===== src/rtl/seven_seg_scanner.sv =====
// -----------------------------------------------------------------------------
// seven_seg_scanner
//
// Time-multiplexed controller for NUM_DIGITS common-anode seven-segment digits.
// A free-running prescaler divides each digit slot into 2^SLOT_LOG2 cycles. The
// scan index steps once per slot. New digit data goes into a pending buffer.
// It is copied into the active (displayed) buffer only when the index wraps, so
// a frame never shows a mix of old and new data. The module also provides
// per-digit blanking, per-digit decimal points, leading-zero suppression and
// PWM dimming.
//
// Parameters:
//   NUM_DIGITS  number of multiplexed digits (2..16)
//   SLOT_LOG2   log2 of clock cycles per digit slot
//   BRIGHT_W    brightness width (must not exceed SLOT_LOG2)
//
// Ports:
//   clk          system clock
//   rst          synchronous reset, active low
//   digits_in    hex nibbles, digit k = bits [4k+3:4k], digit 0 rightmost
//   dp_in        decimal point request per digit (1 = lit)
//   blank_in     forced blank per digit (1 = dark)
//   load         strobe: capture digits_in/dp_in/blank_in into pending buffer
//   lz_suppress  leading-zero suppression enable (live)
//   brightness   PWM duty level, all-ones = full on (live)
//   seg_out      segments {g,f,e,d,c,b,a}, active low
//   dp_out       decimal point, active low
//   an_out       anode enables, active low, at most one low
//   frame_start  one-cycle pulse after the scan index wraps to 0
//   pending      high while loaded data waits for the next frame boundary
//
// Load handshake: load is a plain strobe with no back-pressure. Every cycle
// with load=1 overwrites the pending buffer, so the last load wins. pending
// reports whether the buffer still has to be committed. On a commit cycle the
// old pending contents go active, and a coincident load refills pending.
// -----------------------------------------------------------------------------
module seven_seg_scanner #(
  parameter int NUM_DIGITS = 8,
  parameter int SLOT_LOG2  = 17,
  parameter int BRIGHT_W   = 4
) (
  input  logic                    clk,
  input  logic                    rst,
  input  logic [4*NUM_DIGITS-1:0] digits_in,
  input  logic [NUM_DIGITS-1:0]   dp_in,
  input  logic [NUM_DIGITS-1:0]   blank_in,
  input  logic                    load,
  input  logic                    lz_suppress,
  input  logic [BRIGHT_W-1:0]     brightness,
  output logic [6:0]              seg_out,
  output logic                    dp_out,
  output logic [NUM_DIGITS-1:0]   an_out,
  output logic                    frame_start,
  output logic                    pending
);

  localparam int IDX_W = $clog2(NUM_DIGITS);
  localparam logic [IDX_W-1:0] LAST_IDX = IDX_W'(NUM_DIGITS - 1);

  // Hex to active-low gfedcba.
  function automatic logic [6:0] decode7(input logic [3:0] nib);
    logic [6:0] s;
    case (nib)
      4'h0: s = 7'h40;
      4'h1: s = 7'h79;
      4'h2: s = 7'h24;
      4'h3: s = 7'h30;
      4'h4: s = 7'h19;
      4'h5: s = 7'h12;
      4'h6: s = 7'h02;
      4'h7: s = 7'h78;
      4'h8: s = 7'h00;
      4'h9: s = 7'h10;
      4'hA: s = 7'h08;
      4'hB: s = 7'h03;
      4'hC: s = 7'h46;
      4'hD: s = 7'h21;
      4'hE: s = 7'h06;
      default: s = 7'h0E;
    endcase
    return s;
  endfunction

  // State
  logic [SLOT_LOG2-1:0]    prescaler_q, prescaler_d;
  logic [IDX_W-1:0]        index_q, index_d;
  logic                    pending_q, pending_d;
  logic [4*NUM_DIGITS-1:0] pend_digits_q, pend_digits_d;
  logic [NUM_DIGITS-1:0]   pend_dp_q, pend_dp_d;
  logic [NUM_DIGITS-1:0]   pend_blank_q, pend_blank_d;
  logic [4*NUM_DIGITS-1:0] act_digits_q, act_digits_d;
  logic [NUM_DIGITS-1:0]   act_dp_q, act_dp_d;
  logic [NUM_DIGITS-1:0]   act_blank_q, act_blank_d;
  logic [6:0]              seg_q, seg_d;
  logic                    dp_q, dp_d;
  logic [NUM_DIGITS-1:0]   an_q, an_d;
  logic                    frame_start_q, frame_start_d;

  // Combinational helpers
  logic                  tick;
  logic                  wrap_tick;
  logic                  pwm_on;
  logic                  chain;
  logic [NUM_DIGITS-1:0] suppressed;
  logic [3:0]            cur_nibble;
  logic                  cur_blank;
  logic                  cur_dp;
  logic                  cur_sup;
  logic                  cur_visible;
  logic                  cur_dp_shown;

  always_ff @(posedge clk) begin
    if (!rst) begin
      prescaler_q   <= '0;
      index_q       <= '0;
      pending_q     <= 1'b0;
      pend_digits_q <= '0;
      pend_dp_q     <= '0;
      pend_blank_q  <= '1;
      act_digits_q  <= '0;
      act_dp_q      <= '0;
      act_blank_q   <= '1;
      seg_q         <= 7'h7F;
      dp_q          <= 1'b1;
      an_q          <= '1;
      frame_start_q <= 1'b0;
    end else begin
      prescaler_q   <= prescaler_d;
      index_q       <= index_d;
      pending_q     <= pending_d;
      pend_digits_q <= pend_digits_d;
      pend_dp_q     <= pend_dp_d;
      pend_blank_q  <= pend_blank_d;
      act_digits_q  <= act_digits_d;
      act_dp_q      <= act_dp_d;
      act_blank_q   <= act_blank_d;
      seg_q         <= seg_d;
      dp_q          <= dp_d;
      an_q          <= an_d;
      frame_start_q <= frame_start_d;
    end
  end

  // Prescaler, scan index and frame pulse
  always_comb begin
    tick          = &prescaler_q;
    wrap_tick     = tick && (index_q == LAST_IDX);
    prescaler_d   = prescaler_q + 1'b1;
    index_d       = index_q;
    if (tick) begin
      index_d = (index_q == LAST_IDX) ? '0 : index_q + 1'b1;
    end
    frame_start_d = wrap_tick;
  end

  // Pending / active buffers. The commit reads the old pending contents
  // before a coincident load overwrites them.
  always_comb begin
    pending_d     = pending_q;
    pend_digits_d = pend_digits_q;
    pend_dp_d     = pend_dp_q;
    pend_blank_d  = pend_blank_q;
    act_digits_d  = act_digits_q;
    act_dp_d      = act_dp_q;
    act_blank_d   = act_blank_q;
    if (wrap_tick && pending_q) begin
      act_digits_d = pend_digits_q;
      act_dp_d     = pend_dp_q;
      act_blank_d  = pend_blank_q;
      pending_d    = 1'b0;
    end
    if (load) begin
      pend_digits_d = digits_in;
      pend_dp_d     = dp_in;
      pend_blank_d  = blank_in;
      pending_d     = 1'b1;
    end
  end

  // Leading-zero suppression. The chain runs from the leftmost digit
  // downward. A blanked digit does not stop the chain, because it shows
  // nothing. Digit 0 is always shown.
  always_comb begin
    suppressed = '0;
    chain      = lz_suppress;
    for (int k = NUM_DIGITS - 1; k >= 1; k--) begin
      chain         = chain && ((act_digits_q[4*k +: 4] == 4'h0) || act_blank_q[k]);
      suppressed[k] = chain;
    end
  end

  // Select the digit at the current scan position.
  always_comb begin
    cur_nibble = '0;
    cur_blank  = 1'b1;
    cur_dp     = 1'b0;
    cur_sup    = 1'b0;
    for (int k = 0; k < NUM_DIGITS; k++) begin
      if (index_q == IDX_W'(k)) begin
        cur_nibble = act_digits_q[4*k +: 4];
        cur_blank  = act_blank_q[k];
        cur_dp     = act_dp_q[k];
        cur_sup    = suppressed[k];
      end
    end
  end

  // Output stage. The anode is released during the tick cycle, so the old
  // digit is dark before the index moves to the next digit.
  always_comb begin
    pwm_on       = (prescaler_q[SLOT_LOG2-1 -: BRIGHT_W] <= brightness);
    cur_visible  = !cur_blank && !cur_sup;
    cur_dp_shown = cur_dp && !cur_blank;
    seg_d        = cur_visible ? decode7(cur_nibble) : 7'h7F;
    dp_d         = !cur_dp_shown;
    an_d         = '1;
    if (!tick && pwm_on && (cur_visible || cur_dp_shown)) begin
      an_d = ~(NUM_DIGITS'(1) << index_q);
    end
  end

  assign seg_out     = seg_q;
  assign dp_out      = dp_q;
  assign an_out      = an_q;
  assign frame_start = frame_start_q;
  assign pending     = pending_q;

endmodule


===== config.mk =====
export PLATFORM = sky130hd
export DESIGN_NAME = seven_seg_scanner
export DESIGN_NICKNAME = d
export VERILOG_FILES = /design/src/rtl/seven_seg_scanner.sv
export SDC_FILE = /design/constraint.sdc
export NUM_CORES = 1
export LEC_CHECK = 0
export ABC_AREA = 1
export BUFFER_PORTS_ARGS = -buffer_cell sky130_fd_sc_hd__buf_2
export CORE_MARGIN = 4
export CORE_UTILIZATION = 45
export CTS_BUF_LIST = sky130_fd_sc_hd__clkbuf_4
export DETAILED_ROUTE_END_ITERATION = 8
export GPL_TIMING_DRIVEN = 0
export HOLD_SLACK_MARGIN = 0.06
export PLACE_DENSITY = 0.63
export SYNTH_ARGS = -nofsm -noshare
export SYNTH_HDL_FRONTEND = slang
export SYNTH_SLANG_ARGS = --single-unit
export TNS_END_PERCENT = 50

===== constraint.sdc =====
create_clock -name clk -period 7.64 [get_ports clk]
set_input_delay 0.764 -clock clk [delete_from_list [all_inputs] [get_ports clk]]
set_output_delay 0.764 -clock clk [all_outputs]
set_load 0.005 [all_outputs]

==> run_results.csv <==
group,metric,value,unit
status,status,"finished, final reports clean",
placed_design,dp_hpwl,10700,um
placed_design,portBuffers,73,
worst_setup_path,critPathRequiredTime,8120,ps
synth,ys_ff_latch,134,
worst_setup_path,max_stage_delay,520,ps
synth,synth.largest_area_cell,"dfxtp_1",
worst_setup_path,critPathCaptureType,"flop",
grt,overflow,0,
clock_network,clk_path_buf_depth,2,
worst_hold_path,hold_path.class,"in2reg",
power,power.density,205,nW/um2
grt,grt_first_pass_wirelength,23600,um
worst_setup_path,slowest_stage,"clkbuf_1",
floorplanning,dieHeight,120,um
final_layout,final_area,6560,um2
detailed_routing,routed_wl,14200,um
worst_setup_path,path_cells,"ha_1 > nand2_1 > nor2_1 > inv_1 > nor3_2 > nand2_1 > nor3_2 > nand3_1 > nor3_1 > nand3_1 > nor2_1 > ha_1 > nand3_1 > inv_1 > clkbuf_1 > nand2_1 > a21oi_1",
detailed_routing,vias,5155,
floorplanning,rows,40,
worst_setup_path,crit_path_max_fanout,10,
synth,async_reset_ff_share,0,%
timing,tightest_slew,674,ps
final_layout,drive_gt1_share,14.0,%
timing,rsz0062_at_grt,"false",
detailed_routing,drtPass1Iterations,5,
worst_setup_path,crit_family,"simple AND/OR/NAND/NOR gates",
floorplanning,die_x,120,um
timing,slew_viol_final,0,
timing,period_minus_slack,3510,ps
timing,skew,14.9,ps
final_layout,areaGrowthSynthToFinish,16.2,%
clock_network,postCtsSetupRepairBufs,0,
synth,yosysSeqAreaShare,47.5,%
floorplanning,start_util,46.4,%
worst_setup_path,worstPathArrival,3990,ps
clock_network,clkTransAtPathRegs,110,ps
synth,yosysMostFrequentCell,"nand2_1",
timing,fmax,285,MHz
placed_design,gp_congestion,0.838,
clock_network,ctsHoldBuffers,0,
clock_network,cts_tree,"yes",
synth,synth-edff-count,0,
clock_network,cts.sinks,134,
grt,grt_pass1_vias,4922,
detailed_routing,wl_per_cell,13.6,um
timing,max_slew_margin,55.0,%
run,drv_cap,0,
grt,grt_max_degree,17,
grt,antenna_found_initial,0,
worst_setup_path,start_kind,"flop",
timing,fin_setup_tns,0,ps
power,p_leak,2.80,nW
synth,synth.top_cell.area_share,47.5,%
clock_network,worstSkewPairLatency,540,ps
synth,postSynthAreaPerCell,7.32,um2
clock_network,cts_resized,0,
final_layout,fin_util,53.9,%
synth,syn_inst,771,
detailed_routing,avgViaCountPerCell,4.94,
timing,hold_violations,0,
floorplanning,dieArea,14400,um2
clock_network,cts_max_level,4,
floorplanning,ioPinCount,74,
grt,track_usage,20.5,%
timing,finalSetupViolations,0,
synth,synth_area_leaders,"dfxtp_1 (48%), nand2_1 (10%), o21ai_0 (7.9%)",
detailed_routing,drtIter0Drc,324,
power,vdd_ir_drop_max,0.0000990,V
floorplanning,core_area,12200,um2
synth,netlist_area,5640,um2
synth,ys_warn_count,0,
synth,netlist_top_cells_count,"nand2_1 (152), dfxtp_1 (134), nor2_1 (103)",
synth,synthFlopType,"dfxtp_1",
final_layout,insertedDiodeCount,0,
clock_network,root_buffer,"clkbuf_4",
clock_network,cts_buffers,17,
synth,yosysUniqueCellTypes,31,
worst_setup_path,path_class,"reg2reg",
final_layout,nets,937,
worst_setup_path,worstPathBufferInverterCount,3,
detailed_routing,drc,0,
synth,synth_nets,845,
placed_design,placed_area,6220,um2
detailed_routing,ant_nets,0,
timing,period_share,46.0,%
layout by cell type (no fill, tap or decap), types with 5 or more instances in the layout:
cell and n:
buf_2 73, inv_1 80, clkbuf_4 21, dfxtp_1 134, nand2_1 152, a21oi_1 70, ha_1 18, nor3_1 5
nor2_1 103, nand3_1 47, bufinv_16 5, clkbuf_1 31, o21ai_0 89, nand2_2 9
routing by layer:
| layer | track usage [%] | wire length, um | vias up |
|---|---|---|---|
| met2 | 33.4 | 6510 | 120 |
| li1 | - | - | 2675 |
| met3 | 4.34 | 674 | 17 |
| met5 | 0 | 0 | - |
| met1 | 27.1 | 6830 | 2343 |
| met4 | 6.66 | 199 | 0 |
state kept, by name, summed over array words and instances (netlist names):
name and flops:
act_blank_q 8, act_digits_q 32, act_dp_q 8, an_out 8, dp_out 1, frame_start 1
index_q 3, pend_blank_q 8, pend_digits_q 32, pend_dp_q 8, pending 1, prescaler_q 17
seg_out 7
layout make-up:
cell class | instances | area, um2
multi-input combinational | 520 | 2510
fill | 1229 | 5610
clock buffer | 21 | 158
buffer | 35 | 139
timing repair buffer | 73 | 365
inverter | 82 | 308
tap | 168 | 210
clock inverter | 11 | 180
sequential | 134 | 2680
through the flow:
stage          setup WS [ps]  cells  total power (W)  hold slack [ps]
6_report                4130   1044          0.00135              432
5_1_grt                 3750   1044          0.00140              401
4_1_cts                 4110   1044          0.00136              389
3_5_place_dp            4150   1012         0.000811              440
3_3_place_gp            4170   1012         0.000809              434
2_1_floorplan           4960    771         0.000779              418
final timing paths:
path	from	to	slack (ps)	cells after the start
worst max-delay path	prescaler_q[0]$_SDFF_PN0_	act_digits_q[15]$_SDFFE_PN0P_	4130	17
worst max register to register	prescaler_q[0]$_SDFF_PN0_	act_digits_q[15]$_SDFFE_PN0P_	4130	17
worst min-delay path	blank_in[7]	pend_blank_q[7]$_SDFFE_PN1P_	430	3
worst min register to register	pend_digits_q[5]$_SDFFE_PN0P_	act_digits_q[5]$_SDFFE_PN0P_	460	2
worst min-delay path, cell delays in order:
cell and delay (ps):
buf_2 80, nand2_1 40, nand3_1 60
power breakdown:
group | internal, W | switching, W
clock network | 0.000304 | 0.000247
logic | 0.0000265 | 0.0000412
registers | 0.000718 | 0.0000105
total | 0.00105 | 0.000299
logic make-up (layout without fill, tap and decap cells):
group / after synthesis / after routing / synth area share [%]
fa+ha+maj: 18 / 18 / 3.99
flops: 134 / 134 / 47.5
buf+inv: 117 / 222 / 7.92
compound gates: 175 / 175 / 16.2
simple gates: 327 / 327 / 24.3
(Power assumes the default switching activity.)
